==> src/rtl/uart_rcv_param.sv <==
`default_nettype none
// ============================================================================
//  Module   : uart_rcv_param
//  Purpose  : UART receiver with run-time bit period, data length and parity
//             mode; good frames are queued in a small circular FIFO.
//  Revision : 1.0  initial release
// ============================================================================
module uart_rcv_param #(
    parameter int MAX_DATA   = 8,
    parameter int FIFO_DEPTH = 4,
    parameter int PERIOD_W   = 14
) (
    input  logic                        clk,
    input  logic                        n_rst,
    input  logic                        serial_in,
    input  logic [PERIOD_W-1:0]         bit_period,
    input  logic [3:0]                  data_size,
    input  logic [1:0]                  parity_mode,
    input  logic                        data_read,
    output logic [MAX_DATA-1:0]         rx_data,
    output logic                        data_ready,
    output logic [$clog2(FIFO_DEPTH):0] fifo_count,
    output logic                        overrun_error,
    output logic                        framing_error,
    output logic                        parity_error
);

    localparam int         PTR_W      = $clog2(FIFO_DEPTH);
    localparam int         CNT_W      = PTR_W + 1;
    localparam logic [4:0] C_MIN_SIZE = 5'd5;
    localparam logic [4:0] C_MAX_SIZE = 5'(MAX_DATA);

    localparam logic [2:0] S_IDLE   = 3'd0;
    localparam logic [2:0] S_START  = 3'd1;
    localparam logic [2:0] S_DATA   = 3'd2;
    localparam logic [2:0] S_PARITY = 3'd3;
    localparam logic [2:0] S_STOP   = 3'd4;

    logic                sync1_q, sync2_q, prev_q;
    logic [2:0]          state_q, state_d;
    logic [PERIOD_W-1:0] cnt_q, cnt_d, per_q, per_d;
    logic [4:0]          size_q, size_d, idx_q, idx_d;
    logic                par_en_q, par_en_d, par_odd_q, par_odd_d;
    logic                par_bad_q, par_bad_d;
    logic [MAX_DATA-1:0] shreg_q, shreg_d;
    logic                framing_q, framing_d, parity_q, parity_d;

    logic [MAX_DATA-1:0] mem_q [FIFO_DEPTH];
    logic [PTR_W-1:0]    wr_ptr_q, rd_ptr_q;
    logic [CNT_W-1:0]    count_q;
    logic                overrun_q;

    logic                w_line, w_fall, w_sample, w_ones, w_push;
    logic                w_pop, w_full, w_wr;
    logic [4:0]          w_size_ext, w_size_clamp;

    assign w_line       = sync2_q;
    assign w_fall       = prev_q & ~sync2_q;
    // Start bit is sampled half a period in; every later bit one full period on.
    assign w_sample     = (state_q == S_START) ? (cnt_q == (per_q >> 1)) : (cnt_q == per_q);
    assign w_ones       = (^shreg_q) ^ w_line;
    assign w_size_ext   = {1'b0, data_size};
    assign w_size_clamp = (w_size_ext < C_MIN_SIZE) ? C_MIN_SIZE :
                          (w_size_ext > C_MAX_SIZE) ? C_MAX_SIZE : w_size_ext;

    // Two-flop synchroniser plus one delay stage for falling-edge detection.
    always_ff @(posedge clk or negedge n_rst) begin
        if (!n_rst) begin
            sync1_q <= 1'b1;
            sync2_q <= 1'b1;
            prev_q  <= 1'b1;
        end else begin
            sync1_q <= serial_in;
            sync2_q <= sync1_q;
            prev_q  <= sync2_q;
        end
    end

    // Frame FSM state and per-frame latched configuration.
    always_ff @(posedge clk or negedge n_rst) begin
        if (!n_rst) begin
            state_q   <= S_IDLE;
            cnt_q     <= '0;
            per_q     <= '0;
            size_q    <= '0;
            idx_q     <= '0;
            par_en_q  <= 1'b0;
            par_odd_q <= 1'b0;
            par_bad_q <= 1'b0;
            shreg_q   <= '0;
            framing_q <= 1'b0;
            parity_q  <= 1'b0;
        end else begin
            state_q   <= state_d;
            cnt_q     <= cnt_d;
            per_q     <= per_d;
            size_q    <= size_d;
            idx_q     <= idx_d;
            par_en_q  <= par_en_d;
            par_odd_q <= par_odd_d;
            par_bad_q <= par_bad_d;
            shreg_q   <= shreg_d;
            framing_q <= framing_d;
            parity_q  <= parity_d;
        end
    end

    // Next-state logic: bit timing, data capture, parity and frame disposition.
    always_comb begin
        state_d   = state_q;
        cnt_d     = cnt_q;
        per_d     = per_q;
        size_d    = size_q;
        idx_d     = idx_q;
        par_en_d  = par_en_q;
        par_odd_d = par_odd_q;
        par_bad_d = par_bad_q;
        shreg_d   = shreg_q;
        framing_d = framing_q;
        parity_d  = parity_q;
        w_push    = 1'b0;

        // Counter restarts at 1 after each sample so the next lands a period later.
        if (state_q != S_IDLE) begin
            cnt_d = w_sample ? PERIOD_W'(1) : cnt_q + PERIOD_W'(1);
        end

        case (state_q)
            S_IDLE: begin
                if (w_fall) begin
                    state_d   = S_START;
                    cnt_d     = PERIOD_W'(1);
                    per_d     = bit_period;
                    size_d    = w_size_clamp;
                    par_en_d  = (parity_mode == 2'b01) || (parity_mode == 2'b10);
                    par_odd_d = (parity_mode == 2'b01);
                    par_bad_d = 1'b0;
                    idx_d     = '0;
                    shreg_d   = '0;
                end
            end
            S_START: begin
                if (w_sample) begin
                    if (w_line) begin
                        state_d = S_IDLE;
                    end else begin
                        framing_d = 1'b0;
                        parity_d  = 1'b0;
                        state_d   = S_DATA;
                    end
                end
            end
            S_DATA: begin
                if (w_sample) begin
                    for (int i = 0; i < MAX_DATA; i++) begin
                        if (idx_q == 5'(i)) begin
                            shreg_d[i] = w_line;
                        end
                    end
                    if (idx_q == size_q - 5'd1) begin
                        state_d = par_en_q ? S_PARITY : S_STOP;
                    end else begin
                        idx_d = idx_q + 5'd1;
                    end
                end
            end
            S_PARITY: begin
                if (w_sample) begin
                    par_bad_d = par_odd_q ? ~w_ones : w_ones;
                    state_d   = S_STOP;
                end
            end
            S_STOP: begin
                if (w_sample) begin
                    state_d = S_IDLE;
                    if (!w_line) begin
                        framing_d = 1'b1;
                    end
                    if (par_bad_q) begin
                        parity_d = 1'b1;
                    end
                    w_push = w_line & ~par_bad_q;
                end
            end
            default: begin
                state_d = S_IDLE;
            end
        endcase
    end

    // A push into a full FIFO still succeeds when a pop frees a slot that cycle.
    assign w_pop  = data_read && (count_q != '0);
    assign w_full = (count_q == CNT_W'(FIFO_DEPTH));
    assign w_wr   = w_push && (!w_full || w_pop);

    // FIFO pointers, occupancy and overrun flag.
    always_ff @(posedge clk or negedge n_rst) begin
        if (!n_rst) begin
            wr_ptr_q  <= '0;
            rd_ptr_q  <= '0;
            count_q   <= '0;
            overrun_q <= 1'b0;
        end else begin
            if (w_wr) begin
                wr_ptr_q <= wr_ptr_q + PTR_W'(1);
            end
            if (w_pop) begin
                rd_ptr_q <= rd_ptr_q + PTR_W'(1);
            end
            if (w_wr && !w_pop) begin
                count_q <= count_q + CNT_W'(1);
            end else if (!w_wr && w_pop) begin
                count_q <= count_q - CNT_W'(1);
            end
            if (w_pop) begin
                overrun_q <= 1'b0;
            end else if (w_push && w_full) begin
                overrun_q <= 1'b1;
            end
        end
    end

    // FIFO storage; contents are masked at the output while empty.
    always_ff @(posedge clk) begin
        if (w_wr) begin
            mem_q[wr_ptr_q] <= shreg_q;
        end
    end

    assign data_ready    = (count_q != '0);
    assign rx_data       = data_ready ? mem_q[rd_ptr_q] : '0;
    assign fifo_count    = count_q;
    assign overrun_error = overrun_q;
    assign framing_error = framing_q;
    assign parity_error  = parity_q;

endmodule
`default_nettype wire

==> config.mk <==
export PLATFORM = sky130hd
export DESIGN_NAME = uart_rcv_param
export DESIGN_NICKNAME = d
export VERILOG_FILES = /design/src/rtl/uart_rcv_param.sv
export SDC_FILE = /design/constraint.sdc
export NUM_CORES = 1
export LEC_CHECK = 0
export ABC_CLOCK_PERIOD_IN_PS = 4800
export BUFFER_PORTS_ARGS = -buffer_cell sky130_fd_sc_hd__buf_2
export CAP_MARGIN = 25
export CORE_MARGIN = 5
export CORE_UTILIZATION = 60
export CTS_CLUSTER_DIAMETER = 40
export DETAILED_ROUTE_END_ITERATION = 12
export PLACE_DENSITY = 0.76
export SYNTH_ARGS = -nofsm -noshare
export SYNTH_HDL_FRONTEND = slang
export SYNTH_SLANG_ARGS = --single-unit
==> constraint.sdc <==
create_clock -name clk -period 4.8 [get_ports clk]
set_clock_uncertainty 0.15 [all_clocks]
set_input_delay 0.24 -clock clk [delete_from_list [all_inputs] [get_ports clk]]
set_output_delay 0.24 -clock clk [all_outputs]
set_load 0.1 [all_outputs]
# Word-level counts from Yosys, hierarchy flattened
# Memory sizes are Yosys's and may differ from the RTL's.
# Cells that the tools add are included.
classes:
  reduce_logical: 34
  n_lt_le_gt_ge: 2
  bitwise_logic: 6
  addsub: 7
  n_eq_ne: 35
  muxes: 52
ops:
  columns: ["op", "count"]
  rows:
  - ["2-to-1 mux 14 bit", 4]
  - ["!= test 2 bit, second input constant", 18]
  - ["AND reduction 4 bit", 9]
  - ["2-to-1 mux 3 bit", 9]
  - ["2-to-1 mux 1 bit", 24]
  - ["2-to-1 mux 8 bit", 3]
  - ["equality test 5 x 3 -> 1 bit, second input constant", 4]
  - ["case mux 8 bit (2 select lines)", 1]
  - ["2-to-1 mux 5 bit", 3]
  - ["case mux 3 bit (5 select lines)", 1]
  - ["adder 14 x 1 -> 14 bit, second input constant", 1]
  - ["equality test 14 x 13 -> 1 bit", 1]
  - ["equality test 14 bit", 1]
  - ["equality test 5 x 2 -> 1 bit, second input constant", 2]
  - ["case mux 5 bit (2 select lines)", 1]
  - ["AND reduction 5 bit", 2]
  - ["nonzero test 2 bit", 5]
  - ["2-to-1 mux 4 bit", 2]
  - ["parity 8 bit", 1]
  - ["equality test 3 x 2 -> 1 bit, second input constant", 2]
  - ["equality test 3 bit, second input constant", 2]
  - ["case mux 1 bit (2 select lines)", 3]
  - ["AND reduction 6 bit", 1]
  - ["nonzero test 3 bit", 2]
  - ["other kinds (23)", 34]
totals:
  ff_bits: 65
  output_inout_bits: 15
  n_memories: 1
  ramBits: 32
mem_list:
  columns: ["name", "depth", "word_bits", "rd", "rd_clocked_by_memory_dff", "wr", "line", "text"]
  rows:
  - ["mem_q", 4, 8, 1, 0, 1, "48", "logic [MAX_DATA-1:0] mem_q [FIFO_DEPTH];"]

# Logic depth before layout (Yosys ltp)
# Gate-level depths: netlist of run 1.
logic_depth:
  word_depth: 9
  mapped_depth: 14
  mapped_depth_nobuf: 12

# Least setup slack after synthesis of run 1
# Ideal clock, no wire load.
synth_path:
  path_type: "register to output"
  start: "reg count_q[0] (netlist: fifo_count[0])"
  end: "out rx_data[0]"
  arrival_time_ps: 3064
  path_buffers: 1
  setup_slack_ps: 1346
  path_stages_with_launch: 4
  required_time_ps: 4410
  path_cell_list: "dfrtp_1 or3_1 clkbuf_1 and2_1"
synth_via:
  elab_chain_cells: 2
synth_rtl:
  columns: ["element", "line", "text"]
  rows:
  - ["start: declaration", "50", "logic [CNT_W-1:0] count_q;"]
  - ["start signal: assignment", "211", "count_q <= count_q + CNT_W'(1);"]
  - ["start signal: assignment", "213", "count_q <= count_q - CNT_W'(1);"]
  - ["nonzero test 3 bit", "230", "assign data_ready = (count_q != '0);"]
  - ["net data_ready", "21", "output logic data_ready,"]
  - ["2-to-1 mux 8 bit", "231", "assign rx_data = data_ready ? mem_q[rd_ptr_q] : '0;"]
  - ["end: declaration", "20", "output logic [MAX_DATA-1:0] rx_data,"]
# The timed path passes the listed nets, and every way through them passes these cells.

# Final worst setup path of run 1
layout_path:
  start: "reg state_q[0]"
  end: "reg count_q[2] (netlist: fifo_count[2])"
layout_via:
  elab_chain_cells: 8
layout_rtl:
  columns: ["element", "line", "text"]
  rows:
  - ["start: declaration", "40", "logic [2:0] state_q, state_d;"]
  - ["start signal: assignment", "94", "state_q <= state_d;"]
  - ["equality test 3 x 1 -> 1 bit", "60", "assign w_sample = (state_q == S_START) ? (cnt_q == (per_q >> 1)) : (cnt_q == per_q);"]
  - ["2-to-1 mux 1 bit", "60", null]
  - ["2-to-1 mux 1 bit", "174", "if (w_sample) begin"]
  - ["2-to-1 mux 1 bit (*)", "128", "case (state_q)"]
  - ["logical AND 1 bit (*)", "194", "assign w_wr = w_push && (!w_full || w_pop);"]
  - ["net w_wr", "54", "logic w_pop, w_full, w_wr;"]
  - ["zero test 1 bit", "212", "end else if (!w_wr && w_pop) begin"]
  - ["logical AND 1 bit", "212", null]
  - ["nonzero test 2 bit (no line)", null, null]
# Mark *: on every way through the listed nets, which the timed path passes. The rest lies on a longest branch.
# A chain may end at the register's enable or synchronous reset.

==> results.toml, run 1 <==
[global_routing]
grt_max_degree = 65
antenna_found_initial = 0
overflow = 0
grt_pass1_wl_um = 16130
grt_pass1_vias = 3322
grt_usage_pct = 20.23

[sta]
finalHoldViolations = 0
drv_slew = 0
timing.final.crit_period_ps = 3983
tightest_slew_ps = 943.6
finalWorstSetupSlack_ps = 817.1
clock.fmax_mhz = 251.1
period_share_pct = 82.98
rsz0062_at_grt = "no"
setup_viol = 0
relSlewSlack_pct = 36.82
fin_setup_tns_ps = 0

[route]
dr.pass1.iters = 7
num_vias = 3363
wl_um = 9405
drc = 0
postRouteAntennaNets = 0
dr.first_iter.drc_count = 177
wl_per_cell_um = 16.13
via_per_inst = 5.768

[synth]
syn_area_per_cell_um2 = 11.64
syn-num-nets = 460
synth-async-reset-ratio_pct = 66.67
yosys_warnings = 0
synth-main-ff-cell = "dfrtp_1"
synth_area_leader_cell = "dfrtp_1"
synth_cell_types = 62
yosysTopAreaCellShare_pct = 31.01
ys_ff_latch = 96
synth_edf_count = 32
syn_inst = 423
synth_area_mm2 = 0.004922
netlist_top_cells_area = "dfrtp_1 (31%), edfxtp_1 (20%), xnor2_1 (4.8%), mux2_2 (4.3%), mux4_2 (3.7%)"
seq_area_frac_synth_pct = 52.14

[clock_network]
cts_buffers = 9
clkLatencyLatePin_ps = 360
cts_setup_buffers = 0
cts_sinks = 96
cts_max_path_buffers = 2
cts-root-buf = "clkbuf_8"
post_cts_resized = 0
tritoncts = "done"
path_clk_slew_ps = 100
cts_hold_repair.buffers = 18
htreeDepth = 3

[floorplan]
core.rowCount = 33
coreArea_mm2 = 0.008093
dieArea_mm2 = 0.01012
fp.dieH_um = 100.6
ios = 39
die_width_um = 100.6
start_util_pct = 60.82

[critical_path]
r2r_start = "state_q[0]$_DFFE_PN0P_"
worstPathArrival_ps = 4130
cp.required_ps = 4940
crit_path_max_fanout = 13
worst_setup_path_start_kind = "register"
r2r_setup_slack_ps = 820
crit_path_frequent_cell = "xor2_1"
critical_path.endpoint_type = "register"
critical_path.cell_chain = "nor3b_2 -> mux2i_1 -> o2bb2ai_1 -> nor4_2 -> nand3_2 -> nor4_4 -> ha_1 -> inv_1 -> fa_1 -> xor2_1 -> nor2_1 -> xor2_1"
r2r_cells = 12
path_class = "register to register"
reg2reg_to = "fifo_count[2]$_DFFE_PN0P_"
cpPeakStageDelay_ps = 830
slowest_stage = "nor3b_2"

[run_status]
outcome = "complete, no violations"

[worst_hold_path]
hold_start = "data_size[0]"
holdPathStages = 3
min_to = "size_q[0]$_DFFE_PN0P_"
hold_class = "input pin to register"

[final_layout]
area_growth_pct = 12.56
antenna_cells = 0
mostFrequentLayoutCell = "dfrtp_1"
nets = 510
drive_above_1_share_pct = 20.92
layout_common_cells = "dfrtp_1 (61), buf_2 (38), edfxtp_1 (32), nor2_1 (29), nand2_1 (28)"

[place]
dpl.hpwl_um = 6643
place_ws_ps = 834.5
gp_congestion = 0.8412
portBuffers = 38

[run]
drv_cap = 0

[power_and_ir_drop]
leakagePower_nw = 2.298
powerDensity_mw_per_mm2 = 451.3
irDropWorstVdd_v = 0.0002936
==> sequential cells by signal, indices dropped and copies added (netlist names), 2 cells and up <==
signal,flops
mem_q,32
cnt_q,14
per_q,14
shreg_q,8
idx_q,5
size_q,4
fifo_count,3
state_q,3
rd_ptr_q,2
wr_ptr_q,2
==> critical path: cells and delay by family (launching register included) <==
kind	cells	cell delay, ps
xor+xnor	2	310
compound gates	1	100
fa+ha+maj	2	650
buf+inv	1	60
flops	1	510
simple gates	5	1880
mux	1	270
==> power by group <==
group          total (mW)  switching (mW)  leakage (nW)  internal, mW
clock               0.492           0.295        0.0884         0.197
combinational       0.922           0.628          1.10         0.294
sequential           1.09           0.152          1.11         0.933
==> worst max-delay path by stage <==
| stage | endpoint | start |
|---|---|---|
| 6_report | fifo_count[2]$_DFFE_PN0P_ | state_q[0]$_DFFE_PN0P_ |
| 5_1_grt | fifo_count[2]$_DFFE_PN0P_ | state_q[0]$_DFFE_PN0P_ |
| 4_1_cts | fifo_count[2]$_DFFE_PN0P_ | state_q[0]$_DFFE_PN0P_ |
| 3_5_place_dp | fifo_count[2]$_DFFE_PN0P_ | state_q[0]$_DFFE_PN0P_ |
| 3_3_place_gp | fifo_count[2]$_DFFE_PN0P_ | state_q[0]$_DFFE_PN0P_ |
| 2_1_floorplan | rx_data[0] | fifo_count[0]$_DFFE_PN0P_ |
==> synth_stat cells, drive strengths merged, types with 3 or more instances <==
| library cell | count |
|---|---|
| o21ai | 16 |
| ha | 12 |
| or3 | 8 |
| nor4 | 5 |
| edfxtp | 32 |
| mux4 | 8 |
| nor3b | 3 |
| and2 | 12 |
| inv | 20 |
| nand2 | 28 |
| a31oi | 5 |
| buf | 7 |
| o211ai | 8 |
| or4 | 6 |
| nor2b | 3 |
| nand2b | 8 |
| nand3 | 11 |
| o31ai | 4 |
| dfrtp | 61 |
| nor3 | 10 |
| nand4b | 3 |
| mux2i | 6 |
| mux2 | 20 |
| o21a | 3 |
| dfstp | 3 |
| xor2 | 16 |
| nor2 | 29 |
| nand4 | 5 |
| o22ai | 4 |
| clkbuf | 16 |
| xnor2 | 27 |
==> logic make-up after synthesis <==
logic type / after synthesis / share of synthesized area (%)
xor+xnor: 43 / 7.651
fa+ha+maj: 13 / 3.457
flops: 96 / 52.14
mux: 34 / 9.456
compound gates: 55 / 7.753
buf+inv: 43 / 3.864
simple gates: 139 / 15.68
==> area by class of cell <==
class,count,area [µm²]
flip-flops and latches,96,2566
inverters,20,75.07
clock inverters,7,61.31
fillers,624,2552
multi-input cells,284,2167
well taps,105,131.4
repair buffers,62,415.4
clock buffers,9,123.9
==> routing by layer <==
layer / vias up / global-route usage [%] / wire length (µm) / share of wire (%)
li1: 1619 / - / - / -
met5: - / 0 / 0 / 0
met3: 12 / 4.083 / 474 / 5.0
met2: 74 / 32.67 / 4647 / 49
met1: 1658 / 27.96 / 4173 / 44
met4: 0 / 5.803 / 110 / 1.2
==> per-stage QoR <==
stage	utilization, %	std cells	cell area, µm²	hold slack (ps)	power, mW
2_1_floorplan	-	423	4922	-205.6	1.842
3_3_place_gp	63.95	549	5175	196.1	1.989
3_5_place_dp	63.95	549	5175	196.9	2.013
4_1_cts	68.46	583	5540	10.84	2.518
5_1_grt	68.46	583	5540	3.561	2.630
6_report	68.46	583	5540	25.84	2.500
(Power assumes the default switching activity.)
==> run 2, diff against run 1 <==
Settings changed: ABC_CLOCK_PERIOD_IN_PS 4800 to 3800.
Clock period 4.8 ns to 3.8 ns, I/O delays scaled along.
==> run 2 against run 1 <==
Power is 31% higher. Final cell count increased by 1.4%. Clock power is 50% higher. Sequential power is 26% higher. Register-to-register slack got worse by 450 ps. Sequential share of layout area fell by 0.90 points. Die area unchanged. Wire length grew 2.8%. Final area rose by 2.0%.
==> results.toml, run 2 (synthesis gave the netlist of run 1 again) <==
[final_layout]
fin_area_mm2 = 0.005650
largest_reg_flops = 32
largest-register = "mem_q"
antenna_cells = 0
mostFrequentLayoutCell = "dfrtp_1"
nets = 518
top_regs = "mem_q x32, cnt_q x14, per_q x14"
area_growth_pct = 14.79
final_core_util_pct = 69.82
drive_above_1_share_pct = 21.19
seq_area_mm2 = 0.002566
fillCellCount = 597
final_cells = 591
multi_input_area_mm2 = 0.002173
layout_common_cells = "dfrtp_1 (61), buf_2 (38), edfxtp_1 (32), nor2_1 (29), nand2_1 (28)"

[global_routing]
busiest_layer = "met2"
use_met1_pct = 27.85
grt_max_degree = 34
grt_pass1_wl_um = 16380
antenna_found_initial = 0
use_met3_pct = 4.221
grt_pass1_vias = 3338
overflow = 0
use_met2_pct = 34.25
grt_usage_pct = 20.75

[power_and_ir_drop]
irDropWorstVdd_v = 0.0003671
power_mw = 3.281
powerDensity_mw_per_mm2 = 580.7
leakagePower_nw = 2.361

[sta]
timing.final.crit_period_ps = 3429
finalWorstSetupSlack_ps = 370.6
finalHoldViolations = 0
clock.fmax_mhz = 291.6
period_share_pct = 90.25
rsz0062_at_grt = "no"
setup_viol = 0
relSlewSlack_pct = 45.20
tightest_slew_ps = 820.0
fin_hold_ws_ps = 43.26
fin_setup_tns_ps = 0
drv_slew = 0

[clock_network]
clkLatencyLatePin_ps = 360
cts_sinks = 96
tritoncts = "done"
htreeDepth = 3
cts-root-buf = "clkbuf_8"
path_clk_slew_ps = 90
cts_max_path_buffers = 2
cts_buffers = 9

[route]
dr.pass1.iters = 5
num_vias = 3345
dr.first_iter.drc_count = 204
drc = 0
postRouteAntennaNets = 0
wl_per_cell_um = 16.36
via_per_inst = 5.660
wl_um = 9669

[worst_hold_path]
hold_class = "input pin to register"

[critical_path]
crit_path_frequent_cell = "xor2_1"
crit_path_max_fanout = 9
worst_setup_path_start_kind = "register"
critical_path.cell_chain = "buf_4 -> or3b_4 -> o31ai_1 -> a31oi_1 -> nor3_1 -> nand3_2 -> nor4_4 -> ha_1 -> inv_1 -> fa_1 -> xor2_1 -> nor2_1 -> xor2_1"
slowest_stage = "dfrtp_1"
cp.required_ps = 3940
cpPeakStageDelay_ps = 420
worstPathArrival_ps = 3570
critical_path.endpoint_type = "register"
path_class = "register to register"

[floorplan]
start_util_pct = 60.82
coreArea_mm2 = 0.008093
dieArea_mm2 = 0.01012
core.rowCount = 33
fp.dieH_um = 100.6
die_width_um = 100.6
ios = 39

[place]
placed_cell_area_mm2 = 0.005205
dpl.hpwl_um = 6732
placed_cells = 553
portBuffers = 38
gp_congestion = 0.8030
place_ws_ps = 194.7

[run]
drv_cap = 0

[run_status]
outcome = "complete, no violations"
run 2: cell count changes in the layout (fill, tap and decap cells not counted), sizes merged:
cell,delta
buf,+4
clkinv,+2
inv,-2
bufinv,+2
clkinvlp,-2
dlygate4sd3,+4
run 2: cell type report:
class / instances / share of cell area (%)
clock inverters: 7 / 1.683
repair buffers: 70 / 8.592
clock buffers: 9 / 2.192
flip-flops and latches: 96 / 45.42
multi-input cells: 284 / 38.46
well taps: 105 / 2.325
inverters: 20 / 1.329
run 2: what timing repair did:
item | in CTS | in global routing
setup buffers | 0 | 0
endpoints found under the hold margin | 51 | 0
endpoints found under the setup margin | 0 | 2
gates resized for setup | 0 | 1
hold buffers | 22 | 0
run 2: per-layer routing:
| metal | vias to the layer above | wire length, µm |
|---|---|---|
| met3 | 6 | 435 |
| met5 | - | 0 |
| met1 | 1627 | 4287 |
| met4 | 0 | 99 |
| li1 | 1631 | - |
| met2 | 81 | 4846 |
run 2: path summary, 6_finish.rpt:
path / slack, ps / to / cells past startpoint / start
hold reg to reg: 210 / sync2_q$_DFF_PN1_ / 0 / sync1_q$_DFF_PN1_
min in group asynchronous: 270 / size_q[3]$_DFFE_PN0P_ / 2 / n_rst
max in group asynchronous: 2300 / prev_q$_DFF_PN1_ / 3 / n_rst
setup / recovery: 370 / fifo_count[2]$_DFFE_PN0P_ / 13 / state_q[2]$_DFFE_PN0P_
setup reg to reg: 370 / fifo_count[2]$_DFFE_PN0P_ / 13 / state_q[2]$_DFFE_PN0P_
hold / removal: 40 / par_en_q$_DFFE_PN0P_ / 4 / parity_mode[1]
run 2: report_power, final:
group	switching [mW]	internal, mW	total [mW]
logic	0.800	0.377	1.18
registers	0.189	1.18	1.37
clock network	0.365	0.372	0.737
total	1.35	1.93	3.28
run 2: critical path, delay by kind of cell (launching register included):
family,cells,cell delay (ps)
compound gates,2,330
xor+xnor,2,300
fa+ha+maj,2,610
buf+inv,2,250
flops,1,420
simple gates,5,1310
==> run 3, diff against run 2 <==
--- a/config.mk
+++ b/config.mk
@@ -10,2 +10,3 @@
 export CAP_MARGIN = 25
+export CORE_ASPECT_RATIO = 0.75
 export CORE_MARGIN = 5
@@ -15,2 +16,3 @@
 export PLACE_DENSITY = 0.76
+export SLEW_MARGIN = 20
 export SYNTH_ARGS = -nofsm -noshare
--- a/constraint.sdc
+++ b/constraint.sdc
@@ -4,2 +4,2 @@
 set_output_delay 0.19 -clock clk [all_outputs]
-set_load 0.1 [all_outputs]
+set_load 0.01 [all_outputs]
==> run 3 against run 2 <==
Via count up 1.9%. Highest routed layer unchanged. Global-route usage up 0.11 points. Critical path type unchanged. Largest cell class unchanged. Combinational power down 42%. Flip-flop and latch count unchanged. Non-clock buffer count down 2. Final area about the same. Clock power down 5.3%. Sequential share of layout area about the same. Sequential power about the same.
==> results.toml, run 3 (synthesis gave the netlist of run 1 again) <==
[run_status]
outcome = "complete, no violations"

[power_and_ir_drop]
powerDensity_mw_per_mm2 = 488.6
power_mw = 2.760
irDropWorstVdd_v = 0.0002978
leakagePower_nw = 2.363

[global_routing]
antenna_found_initial = 0
grt_pass1_vias = 3242
grt_pass1_wl_um = 16440
grt_max_degree = 35
grt_usage_pct = 20.86
overflow = 0

[sta]
rsz0062_at_grt = "no"
clock.fmax_mhz = 288.4
drv_slew = 0
finalHoldViolations = 0
period_share_pct = 91.25
relSlewSlack_pct = 48.35
timing.final.crit_period_ps = 3468
tightest_slew_ps = 769.6
setup_viol = 0
fin_setup_tns_ps = 0

[critical_path]
reg2reg_to = "fifo_count[2]$_DFFE_PN0P_"
r2r_setup_slack_ps = 330
crit_path_max_fanout = 13
path_class = "register to register"
worstPathArrival_ps = 3610
r2r_cells = 12
r2r_start = "state_q[2]$_DFFE_PN0P_"
worst_setup_path_start_kind = "register"
endpoint = "fifo_count[2]$_DFFE_PN0P_"
critical_path.endpoint_type = "register"
cp.required_ps = 3940
cp-startpoint = "state_q[2]$_DFFE_PN0P_"

[route]
wl_um = 9901
postRouteAntennaNets = 0
num_vias = 3407
dr.pass1.iters = 5
drc = 0
dr.first_iter.drc_count = 239
via_per_inst = 5.784
wl_per_cell_um = 16.81

[final_layout]
nets = 516
final_core_util_pct = 71.04
area_growth_pct = 14.77
fillCellCount = 574
top_regs = "mem_q x32, cnt_q x14, per_q x14"
layout_common_cells = "dfrtp_1 (61), buf_2 (38), edfxtp_1 (32), nor2_1 (29)"
mostFrequentLayoutCell = "dfrtp_1"
antenna_cells = 0
largest-register = "mem_q"
drive_above_1_share_pct = 21.49
fin_area_mm2 = 0.005649
largest_reg_flops = 32

[place]
placed_cell_area_mm2 = 0.005220
portBuffers = 38
gp_congestion = 0.9136
dpl.hpwl_um = 7131

[clock_network]
path_clk_slew_ps = 100
htreeDepth = 3
cts_buffers = 9
clkLatencyLatePin_ps = 360
tritoncts = "done"
cts-root-buf = "clkbuf_8"
cts_sinks = 96
cts_max_path_buffers = 2
cts_setup_buffers = 0

[worst_hold_path]
hold_class = "input pin to register"

[floorplan]
ios = 39
die_width_um = 114.6
core.rowCount = 28
coreArea_mm2 = 0.007953
start_util_pct = 61.89
dieArea_mm2 = 0.01013
fp.dieH_um = 88.44

[run]
drv_cap = 0
[run 3: critical path: stages (launching register included)]
cell,delay (ps)
dfrtp_1,420
nor3b_4,560
mux2i_1,300
xnor2_1,80
nor3_1,290
nand3_2,180
nor4_4,330
ha_1,230
inv_1,60
fa_1,370
xor2_1,150
nor2_1,120
xor2_1,150
[run 3: timing repair]
item                       CTS  global route
hold endpoints to repair    44             0
resized for setup            0             1
hold buffers                21             0
setup endpoints to repair    0             2
[run 3: area by class of cell]
type / count / area (µm²) / area share [%]
repair buffers: 68 / 488.0 / 8.638
inverters: 20 / 75.07 / 1.329
clock inverters: 7 / 88.84 / 1.573
clock buffers: 9 / 123.9 / 2.193
well taps: 105 / 131.4 / 2.326
multi-input cells: 284 / 2176 / 38.52
flip-flops and latches: 96 / 2566 / 45.43
[run 3: worst min-delay path by stage]
stage / depth (start not counted) / slack [ps] / start / end
after floorplan: 0 / -260 / n_rst / cnt_q[0]$_DFF_PN0_
after global placement: 1 / 150 / serial_in / sync1_q$_DFF_PN1_
final: 3 / 80 / parity_mode[0] / par_en_q$_DFFE_PN0P_
after global routing: 3 / 70 / parity_mode[0] / par_en_q$_DFFE_PN0P_
after CTS: 3 / 60 / parity_mode[0] / par_en_q$_DFFE_PN0P_
after detailed placement: 1 / 90 / n_rst / idx_q[4]$_DFFE_PN0P_
[run 3: through the flow]
step | cells | hold slack [ps] | setup WS, ps
2_1_floorplan | 423 | -255.6 | 452.7
3_3_place_gp | 551 | 147.3 | 311.1
3_5_place_dp | 552 | 88.42 | 167.1
4_1_cts | 589 | 62.21 | 123.2
5_1_grt | 589 | 71.50 | 21.36
6_report | 589 | 82.21 | 332.4
[run 3: per-layer routing]
metal | routed length, µm | up-vias | track usage [%]
li1 | - | 1625 | -
met1 | 4764 | 1680 | 31.79
met2 | 4451 | 94 | 31.11
met3 | 617 | 8 | 4.511
met4 | 68 | 0 | 4.315
met5 | 0 | - | 0
[run 3: power by group]
part           switching [mW]  leakage, nW  internal, mW
registers               0.198         1.11          1.18
logic                   0.311         1.14         0.375
clock network           0.379        0.109         0.319
